[config.mk]
export PLATFORM = sky130hd
export DESIGN_NAME = me_search_engine
export DESIGN_NICKNAME = d
export VERILOG_FILES = /design/src/rtl/me_pkg.sv /design/src/rtl/me_sad_acc.sv /design/src/rtl/me_search_engine.sv
export SDC_FILE = /design/constraint.sdc
export NUM_CORES = 1
export LEC_CHECK = 0
export CELL_PAD_IN_SITES_DETAIL_PLACEMENT = 1
export CELL_PAD_IN_SITES_GLOBAL_PLACEMENT = 1
export CORE_UTILIZATION = 45
export CTS_BUF_LIST = sky130_fd_sc_hd__clkbuf_4 sky130_fd_sc_hd__clkbuf_8
export CTS_CLUSTER_SIZE = 28
export DETAILED_ROUTE_END_ITERATION = 16
export PLACE_DENSITY = 0.81
export SETUP_SLACK_MARGIN = 0.4
export SLEW_MARGIN = 20
export SYNTH_ARGS = -nofsm -noshare
export SYNTH_HDL_FRONTEND = slang
export SYNTH_HIERARCHICAL = 1
export SYNTH_SLANG_ARGS = --single-unit
[constraint.sdc]
create_clock -name clk -period 7.4 [get_ports clk]
set_clock_uncertainty 0.05 [all_clocks]
set_input_delay 1.11 -clock clk [delete_from_list [all_inputs] [get_ports clk]]
set_output_delay 1.11 -clock clk [all_outputs]
set_load 0.05 [all_outputs]
[src/rtl/me_pkg.sv]
// Shared types, default parameters and width helpers for the motion-estimation search engine.
package me_pkg;

  typedef enum logic [1:0] {
    StIdle,
    StRun,
    StDrain,
    StDone
  } me_state_t;

  localparam int unsigned BLOCK_DEF = 16;
  localparam int unsigned RANGE_DEF = 8;
  localparam int unsigned PIX_W_DEF = 8;

  // Wide enough for BLOCK*BLOCK full-scale differences, so the SAD never wraps.
  function automatic int unsigned dist_width(input int unsigned pix_w, input int unsigned block);
    return pix_w + 2 * $clog2(block);
  endfunction

  function automatic int unsigned mv_width(input int unsigned range);
    return $clog2(2 * range);
  endfunction

endpackage

[src/rtl/me_sad_acc.sv]
// Absolute-difference and accumulate datapath; sad is the running total including this pixel.
module me_sad_acc
  import me_pkg::*;
#(
  parameter int unsigned PIX_W  = PIX_W_DEF,
  parameter int unsigned DIST_W = 14
) (
  input  logic              clk,
  input  logic              reset,
  input  logic              clear,
  input  logic              valid,
  input  logic              last,
  input  logic [PIX_W-1:0]  r_data,
  input  logic [PIX_W-1:0]  s_data,
  output logic [DIST_W-1:0] acc,
  output logic [DIST_W-1:0] sad
);

  logic [PIX_W-1:0]  diff;
  logic [DIST_W-1:0] acc_q;

  always_comb begin
    diff = (r_data > s_data) ? (r_data - s_data) : (s_data - r_data);
  end

  assign acc = acc_q;
  assign sad = acc_q + DIST_W'(diff);

  // clear drops the pixel presented this cycle along with the partial sum.
  always_ff @(posedge clk) begin
    if (reset || clear) begin
      acc_q <= '0;
    end else if (valid) begin
      acc_q <= last ? '0 : sad;
    end
  end

endmodule

[src/rtl/me_search_engine.sv]
// Full-search block-matching motion estimator with optional pruning and threshold exit.
module me_search_engine
  import me_pkg::*;
#(
  parameter int unsigned BLOCK = BLOCK_DEF,
  parameter int unsigned RANGE = RANGE_DEF,
  parameter int unsigned PIX_W = PIX_W_DEF
) (
  input  logic                                    clk,
  input  logic                                    reset,
  input  logic                                    start,
  input  logic                                    abort,
  input  logic                                    early_en,
  input  logic [dist_width(PIX_W, BLOCK)-1:0]     thresh,
  output logic [$clog2(BLOCK*BLOCK)-1:0]          addr_r,
  input  logic [PIX_W-1:0]                        r_data,
  output logic [$clog2((BLOCK+2*RANGE-1)**2)-1:0] addr_s,
  input  logic [PIX_W-1:0]                        s_data,
  output logic                                    rd_en,
  output logic                                    busy,
  output logic                                    completed,
  output logic [dist_width(PIX_W, BLOCK)-1:0]     best_dist,
  output logic [mv_width(RANGE)-1:0]              motion_x,
  output logic [mv_width(RANGE)-1:0]              motion_y
);

  localparam int unsigned W      = BLOCK + 2 * RANGE - 1;
  localparam int unsigned XW     = $clog2(BLOCK);
  localparam int unsigned SPAN   = 2 * RANGE;
  localparam int unsigned DIST_W = dist_width(PIX_W, BLOCK);
  localparam int unsigned MV_W   = mv_width(RANGE);
  localparam int unsigned AS_W   = $clog2(W * W);

  me_state_t state_q, state_d;
  logic [XW-1:0]     x_q, x_d, y_q, y_d;
  logic [MV_W-1:0]   u_q, u_d, v_q, v_d;     // dx+RANGE, dy+RANGE
  logic              valid_q, last_q;        // tags of the pixel whose data is on the bus
  logic [MV_W-1:0]   cu_q, cv_q;
  logic              early_q;
  logic [DIST_W-1:0] thresh_q;
  logic [DIST_W-1:0] best_q, best_d, acc, cand_sad;
  logic [MV_W-1:0]   bu_q, bu_d, bv_q, bv_d;
  logic              last_pix, last_cand, final_addr;
  logic              cand_better, exit_hit, prune_hit;

  assign last_pix   = (x_q == XW'(BLOCK - 1)) && (y_q == XW'(BLOCK - 1));
  assign last_cand  = (u_q == MV_W'(SPAN - 1)) && (v_q == MV_W'(SPAN - 1));
  assign final_addr = last_pix && last_cand;

  assign cand_better = valid_q && last_q && (cand_sad < best_q);
  assign exit_hit    = early_q && cand_better && (cand_sad <= thresh_q);
  // Only while data and address belong to the same candidate, i.e. in-flight pixel is not last.
  assign prune_hit   = early_q && (state_q == StRun) && valid_q && !last_q && (acc >= best_q);

  me_sad_acc #(
    .PIX_W  (PIX_W),
    .DIST_W (DIST_W)
  ) u_sad_acc (
    .clk    (clk),
    .reset  (reset),
    .clear  (prune_hit || (state_q == StIdle) || (state_q == StDone)),
    .valid  (valid_q),
    .last   (last_q),
    .r_data (r_data),
    .s_data (s_data),
    .acc    (acc),
    .sad    (cand_sad)
  );

  always_comb begin
    state_d = state_q;
    unique case (state_q)
      StIdle:  if (start) state_d = StRun;
      StRun: begin
        if (abort) begin
          state_d = StIdle;
        end else if (exit_hit) begin
          state_d = StDone;
        end else if (final_addr || (prune_hit && last_cand)) begin
          state_d = StDrain;
        end
      end
      StDrain: state_d = abort ? StIdle : StDone;
      StDone:  state_d = StIdle;
      default: state_d = StIdle;
    endcase
  end

  always_comb begin
    x_d = x_q;
    y_d = y_q;
    u_d = u_q;
    v_d = v_q;
    if (state_q != StRun || state_d != StRun) begin
      x_d = '0;
      y_d = '0;
      u_d = '0;
      v_d = '0;
    end else if (prune_hit || last_pix) begin
      x_d = '0;
      y_d = '0;
      if (u_q == MV_W'(SPAN - 1)) begin
        u_d = '0;
        v_d = v_q + 1'b1;
      end else begin
        u_d = u_q + 1'b1;
      end
    end else if (x_q == XW'(BLOCK - 1)) begin
      x_d = '0;
      y_d = y_q + 1'b1;
    end else begin
      x_d = x_q + 1'b1;
    end
  end

  always_comb begin
    best_d = best_q;
    bu_d   = bu_q;
    bv_d   = bv_q;
    if (cand_better) begin
      best_d = cand_sad;
      bu_d   = cu_q;
      bv_d   = cv_q;
    end
  end

  always_ff @(posedge clk) begin
    if (reset) begin
      state_q   <= StIdle;
      x_q       <= '0;
      y_q       <= '0;
      u_q       <= '0;
      v_q       <= '0;
      valid_q   <= 1'b0;
      last_q    <= 1'b0;
      cu_q      <= '0;
      cv_q      <= '0;
      early_q   <= 1'b0;
      thresh_q  <= '0;
      best_q    <= '1;
      bu_q      <= '0;
      bv_q      <= '0;
      best_dist <= '0;
      motion_x  <= '0;
      motion_y  <= '0;
    end else begin
      state_q <= state_d;
      x_q     <= x_d;
      y_q     <= y_d;
      u_q     <= u_d;
      v_q     <= v_d;
      valid_q <= (state_q == StRun) && !abort && !prune_hit && !exit_hit;
      last_q  <= last_pix;
      cu_q    <= u_q;
      cv_q    <= v_q;
      if (state_q == StIdle && start) begin
        early_q  <= early_en;
        thresh_q <= thresh;
      end
      if (state_q == StIdle) begin
        best_q <= '1;
      end else begin
        best_q <= best_d;
      end
      bu_q <= bu_d;
      bv_q <= bv_d;
      if (state_d == StDone && state_q != StDone) begin
        best_dist <= best_d;
        motion_x  <= bu_d - MV_W'(RANGE);
        motion_y  <= bv_d - MV_W'(RANGE);
      end
    end
  end

  assign addr_r    = {y_q, x_q};
  assign addr_s    = AS_W'((32'(y_q) + 32'(v_q)) * W + 32'(x_q) + 32'(u_q));
  assign rd_en     = (state_q == StRun);
  assign busy      = (state_q != StIdle);
  assign completed = (state_q == StDone);

endmodule

* Word-level counts from Yosys, hierarchy flattened
Index checks and enable logic that the tools add are counted.
Cells by class: equal/unequal tests 11, mux-type cells 12, magnitude comparators 4, reductions and logical operators 34, $add $sub $neg 12, multipliers 1
Operators by type and width (count):
- 16-bit 2-to-1 mux | 2
- 10-bit by 4-bit adder with 10-bit output | 2
- 1-bit logical AND | 17
- 16-bit by 8-bit adder with 16-bit output | 1
- 4-bit by 1-bit adder with 4-bit output (second input constant) | 4
- 4-bit == test (second input constant) | 4
- 16-bit >= comparator | 1
- 16-bit less-or-equal comparator | 1
- 16-bit < comparator | 1
- 8-bit subtractor | 2
- 4-bit 2-to-1 mux | 3
- 5-bit by 5-bit multiplier with 10-bit output (second input constant) | 1
- 2-bit 2-to-1 mux | 5
- 8-bit > comparator | 1
- 8-bit 2-to-1 mux | 1
- 2-bit one-hot mux with 4 select lines | 1
- 4-bit subtractor (second input constant) | 2
- 2-bit == test (second input constant) | 3
- 1-bit logical OR | 6
- 4-bit by 4-bit adder with 5-bit output | 1
- 1-bit zero test | 4
- 2-bit by 1-bit inequality test with 1-bit output (second input constant) | 2
- 2-bit OR reduction | 2
- 4-bit OR reduction | 1
- 6 further kinds | 6
Word-level totals: flip-flop bits (word level) 109, output and inout port bits 45, logic and storage cells 92, input bits 37

* Depth between registers and ports, before layout
depth in word-level cells 14, mapped depth 29, depth with buffers taken out 26

* Hierarchy
The synthesis kept the hierarchy.
By module, submodules not included:
- me_search_engine | instances 1, seq. area each 1861.8 um2, area an instance 5693.0 um2, cells each 623
- me_sad_acc | instances 1, seq. area each 320.3 um2, area an instance 1794.2 um2, cells each 224

* Worst setup path before layout
OpenSTA, ideal clock, no wires.
kind register to output, start reg y_q[1], end out addr_s[9], required time 6.240 ns, arrival time 5.608 ns, path slack 0.632 ns, path buffers 0, stages on the path, launching flop included 20, path through dfxtp_1 ha_1 a21o_1 a21oi_1 xnor2_1 inv_1 fa_1 inv_1 ha_1 inv_1 fa_1 fa_1 inv_1 ha_1 a21o_1 a21oi_1 o21bai_1 a21oi_1 o21ai_0 xnor2_1
Between the ends: longest elaborated chain between the ends 4
Ends and longest elaborated chain:
- start: declaration | RTL line me_search_engine.sv:35 | logic [XW-1:0] x_q, x_d, y_q, y_d;
- start signal: assignment | RTL line me_search_engine.sv:149 | y_q <= y_d;
- 4-bit by 4-bit adder with 5-bit output | RTL line me_search_engine.sv:176 | assign addr_s = AS_W'((32'(y_q) + 32'(v_q)) * W + 32'(x_q) + 32'(u_q));
- 5-bit by 5-bit multiplier with 10-bit output | RTL line me_search_engine.sv:176
- 10-bit by 4-bit adder with 10-bit output (2 in a row) | RTL line me_search_engine.sv:176
- end: declaration | RTL line me_search_engine.sv:17 | output logic [$clog2((BLOCK+2*RANGE-1)**2)-1:0] addr_s,
Every way passes these cells.

* Final worst setup path
start in s_data[1], end reg best_dist[11]
Between the ends: longest elaborated chain between the ends 12, elaborated cells between the ends (all ways) 16, classes of those cells 3 x add/sub; 3 x order compare; 1 x eq/ne; 5 x mux; 4 x reduce/logical
Ends and longest elaborated chain:
- start: declaration | RTL line me_search_engine.sv:18 | input logic [PIX_W-1:0] s_data,
- 8-bit subtractor or 8-bit > comparator (tied branches) | RTL line me_sad_acc.sv:23 | diff = (r_data > s_data) ? (r_data - s_data) : (s_data - r_data);
- 8-bit 2-to-1 mux (*) | RTL line me_sad_acc.sv:23
- 16-bit by 8-bit adder with 16-bit output (*) | RTL line me_sad_acc.sv:27 | assign sad = acc_q + DIST_W'(diff);
- via cand_sad[15] | RTL line me_search_engine.sv:41 | logic [DIST_W-1:0] best_q, best_d, acc, cand_sad;
- 16-bit < comparator | RTL line me_search_engine.sv:50 | assign cand_better = valid_q && last_q && (cand_sad < best_q);
- 1-bit logical AND | RTL line me_search_engine.sv:50
- 1-bit logical AND (2 in a row) | RTL line me_search_engine.sv:51 | assign exit_hit = early_q && cand_better && (cand_sad <= thresh_q);
- 2-bit 2-to-1 mux | RTL line me_search_engine.sv:77 | end else if (exit_hit) begin
- 2-bit 2-to-1 mux | RTL line me_search_engine.sv:75 | if (abort) begin
- 2-bit one-hot mux with 4 select lines | RTL line me_search_engine.sv:72 | unique case (state_q)
- 2-bit == test | RTL line me_search_engine.sv:167 | if (state_d == StDone && state_q != StDone) begin
- 1-bit logical AND | RTL line me_search_engine.sv:167
- end signal: assignment | RTL line me_search_engine.sv:168 | best_dist <= best_d;
- end: declaration | RTL line me_search_engine.sv:22 | output logic [dist_width(PIX_W, BLOCK)-1:0] best_dist,
Mark *: on every way through the listed nets, which the timed path passes. The rest lies on a longest branch. A chain may end at the register's enable or synchronous reset.

==> impl_metrics.env <==
export IMPL_outcome="complete, no violations"
export IMPL_vias=6284
export IMPL_multi_input_area_um2=4970
export IMPL_place_inst=1125
export IMPL_cp_arrival_ns=7.09
export IMPL_yosysSeqAreaShare_pct=29.1
export IMPL_yosysMostFrequentCell="dfxtp_1"
export IMPL_ctsHoldBuffers=0
export IMPL_cts_made_buffers=9
export IMPL_netlist_instances=847
export IMPL_drc_errors=0
export IMPL_fin_area_um2=9050
export IMPL_cts_root_buf="clkbuf_8"
export IMPL_finalSetupViolations=0
export IMPL_end_kind="register"
export IMPL_drive_gt1_share_pct=10.4
export IMPL_syn_num_nets=1011
export IMPL_synth_cell_area_um2=7490
export IMPL_synth_top_area_share_pct=29.1
export IMPL_grt_overflow=0
export IMPL_nFillCells=1856
export IMPL_viasPerCell=5.44
export IMPL_drtIter0Drc=222
export IMPL_grt_max_degree=64
export IMPL_drt_wirelength_per_cell_um=16.6
export IMPL_clk_latency_ns=0.41
export IMPL_place_detailed_hpwl_mm=14.5
export IMPL_fin_worst_hold_slack_ns=0.414
export IMPL_syn2layout_area_growth_pct=20.9
export IMPL_tightest_slew_ns=0.750
export IMPL_gp_congestion=0.818
export IMPL_required_ns=7.67
export IMPL_postRouteAntennaNets=0
export IMPL_hp_class="register to register"
export IMPL_hold_violations=0
export IMPL_firstDrtPassIters=4
export IMPL_htree_levels=3
export IMPL_syn_area_per_cell_um2=8.84
export IMPL_max_freq_mhz=147
export IMPL_dp_slack_ns=-0.0645
export IMPL_fin_crit_sh_pct=92.2
export IMPL_synthFlopType="dfxtp_1"
export IMPL_finalMaxSlewViolations=0
export IMPL_fin_nets=1099
export IMPL_power_total_mw=1.22
export IMPL_ys_async_sr_fraction_pct=0
export IMPL_finalWorstSetupSlack_ns=0.579
export IMPL_port_buffers=81
export IMPL_grt_first_pass_wirelength_mm=29.6
export IMPL_synth_edff_count=0
export IMPL_grt_setup_unrepaired="yes"
export IMPL_min_period_ns=6.82
export IMPL_grt_usage_pct=22.2
export IMPL_dieArea_um2=17200
export IMPL_ys_types=68
export IMPL_max_stage_delay_ns=0.54
export IMPL_slew_headroom_pct=49.9
export IMPL_crit_path_start_kind="input pin"
export IMPL_row_count=46
export IMPL_layout_cells_non_filler=1156
export IMPL_pin_count=82
export IMPL_synth_top_area_cell="dfxtp_1"
export IMPL_core_region_area_um2=16100
export IMPL_clockBufferDepth=2
export IMPL_regArea_um2=2180
export IMPL_ir_drop_uv=121
export IMPL_ys_seq_elements=109
export IMPL_synthTopCellsByCount="109 x dfxtp_1, 108 x ha_1, 99 x inv_1"
export IMPL_cts_tree="done"
export IMPL_crit_fanout=8
export IMPL_antenna_found_initial=0
export IMPL_path_clk_slew_ns=0.12
export IMPL_n_antenna_cell=0
export IMPL_yosysWarnings=6
export IMPL_placed_area_um2=8490
export IMPL_synthTopCellsByArea="dfxtp_1 29%, ha_1 18%, fa_1 5.1%"
export IMPL_leakage_nw=4.07
export IMPL_grt_pass1_vias=6276
export IMPL_power_density_nw_per_um2=135
export IMPL_cts_sinks=109
export IMPL_finalWirelength_mm=19.1
export IMPL_chipHeight_um=131
export IMPL_cap_violations=0
export IMPL_cpMaxStageDelayCell="clkdlybuf4s50_1"
export IMPL_fin_util_pct=56.4
export IMPL_path_class="input pin to register"
export IMPL_finalSetupTns_ns=0
export IMPL_start_util_pct=46.6
export IMPL_die_w_um=131
==> flip-flops by register name (all words and copies together) (netlist names), 2 cells and up <==
name and flops:
bu_q 4, cu_q 4, x_q 4, best_q 16, cv_q 4, motion_y 4
state_q 2, thresh_q 16, motion_x 4, u_q 4, best_dist 16, bv_q 4
v_q 4, y_q 4, u_sad_acc/acc 16
==> where the power goes <==
group	leakage [nW]	switching [mW]	internal, mW
combinational	3.09	0.143	0.109
sequential	0.882	0.00536	0.593
clock	0.0986	0.227	0.140
==> critical path: cells and delay by family <==
family / cells / cell delay (ns)
adder cells (fa/ha/maj): 3 / 1.02
XOR/XNOR: 2 / 0.34
buffers and inverters: 4 / 1.05
AND/OR/NAND/NOR: 7 / 1.22
multiplexers: 1 / 0.14
AO/OA/AOI/OAI: 10 / 2.22
==> layout make-up <==
cell class	instances	area share, %
clock inverter	6	0.677
timing repair buffer	105	11.5
multi-input combinational	609	55.0
clock buffer	10	1.52
inverter	101	4.19
tap	216	2.99
sequential	109	24.1
==> metal layers <==
metal / vias to the layer above / part of all wire (%) / global-route usage (%)
met5: - / 0 / 0
li1: 3079 / - / -
met4: 0 / 0.84 / 5.00
met2: 87 / 54 / 42.3
met3: 21 / 3.5 / 4.40
met1: 3097 / 42 / 25.2
==> worst paths after layout <==
check                                       from       endpoint  cells after the start  slack, ns
worst min-delay path                 thresh_q[3]    thresh_q[3]                      2       0.41
worst max register to register  u_sad_acc/acc[0]  best_dist[11]                     20       2.81
worst max-delay path                   s_data[1]  best_dist[11]                     27       0.58
worst min register to register       thresh_q[3]    thresh_q[3]                      2       0.41
==> cell usage in the layout (no fill, tap or decap), types with 5 or more instances in the layout <==
cell             synthesis  routed
dfxtp_1                109     107
ha_1                   108     103
inv_1                   99      99
nand2_1                 80      79
clkdlybuf4s50_1          0      74
nor2_1                  62      61
a21oi_1                 59      57
mux2i_1                 34      34
o21ai_0                 21      20
nor2b_1                 20      20
xnor2_1                 24      19
buf_4                    1      19
fa_1                    19      18
a211oi_1                21      16
a21o_1                  16      15
nand4_1                 14      14
xor2_1                  12      12
nand3_1                 12      11
clkbuf_8                 0      10
nor3b_1                  8       8
a31oi_1                  8       7
o211ai_1                 5       5
a211oi_2                 0       5
nand2b_1                 5       5
ha_2                     0       5
==> cell families after synthesis <==
logic type	after synthesis	share of synthesized area [%]
buffers and inverters	130	7.40
adders and majority gates	127	23.1
muxes	38	5.15
AOI/OAI and AO/OA	170	15.7
xor gates and xnor gates	36	4.21
DFF	109	29.1
and+or+nand+nor	237	15.3
==> repair_timing <==
action	CTS	global route
cloned	0	3
pin swaps	0	18
resized for setup	7	46
buffers inserted	0	12
endpoints found under the setup margin	27	72
Power figures use the tool's default switching activity.
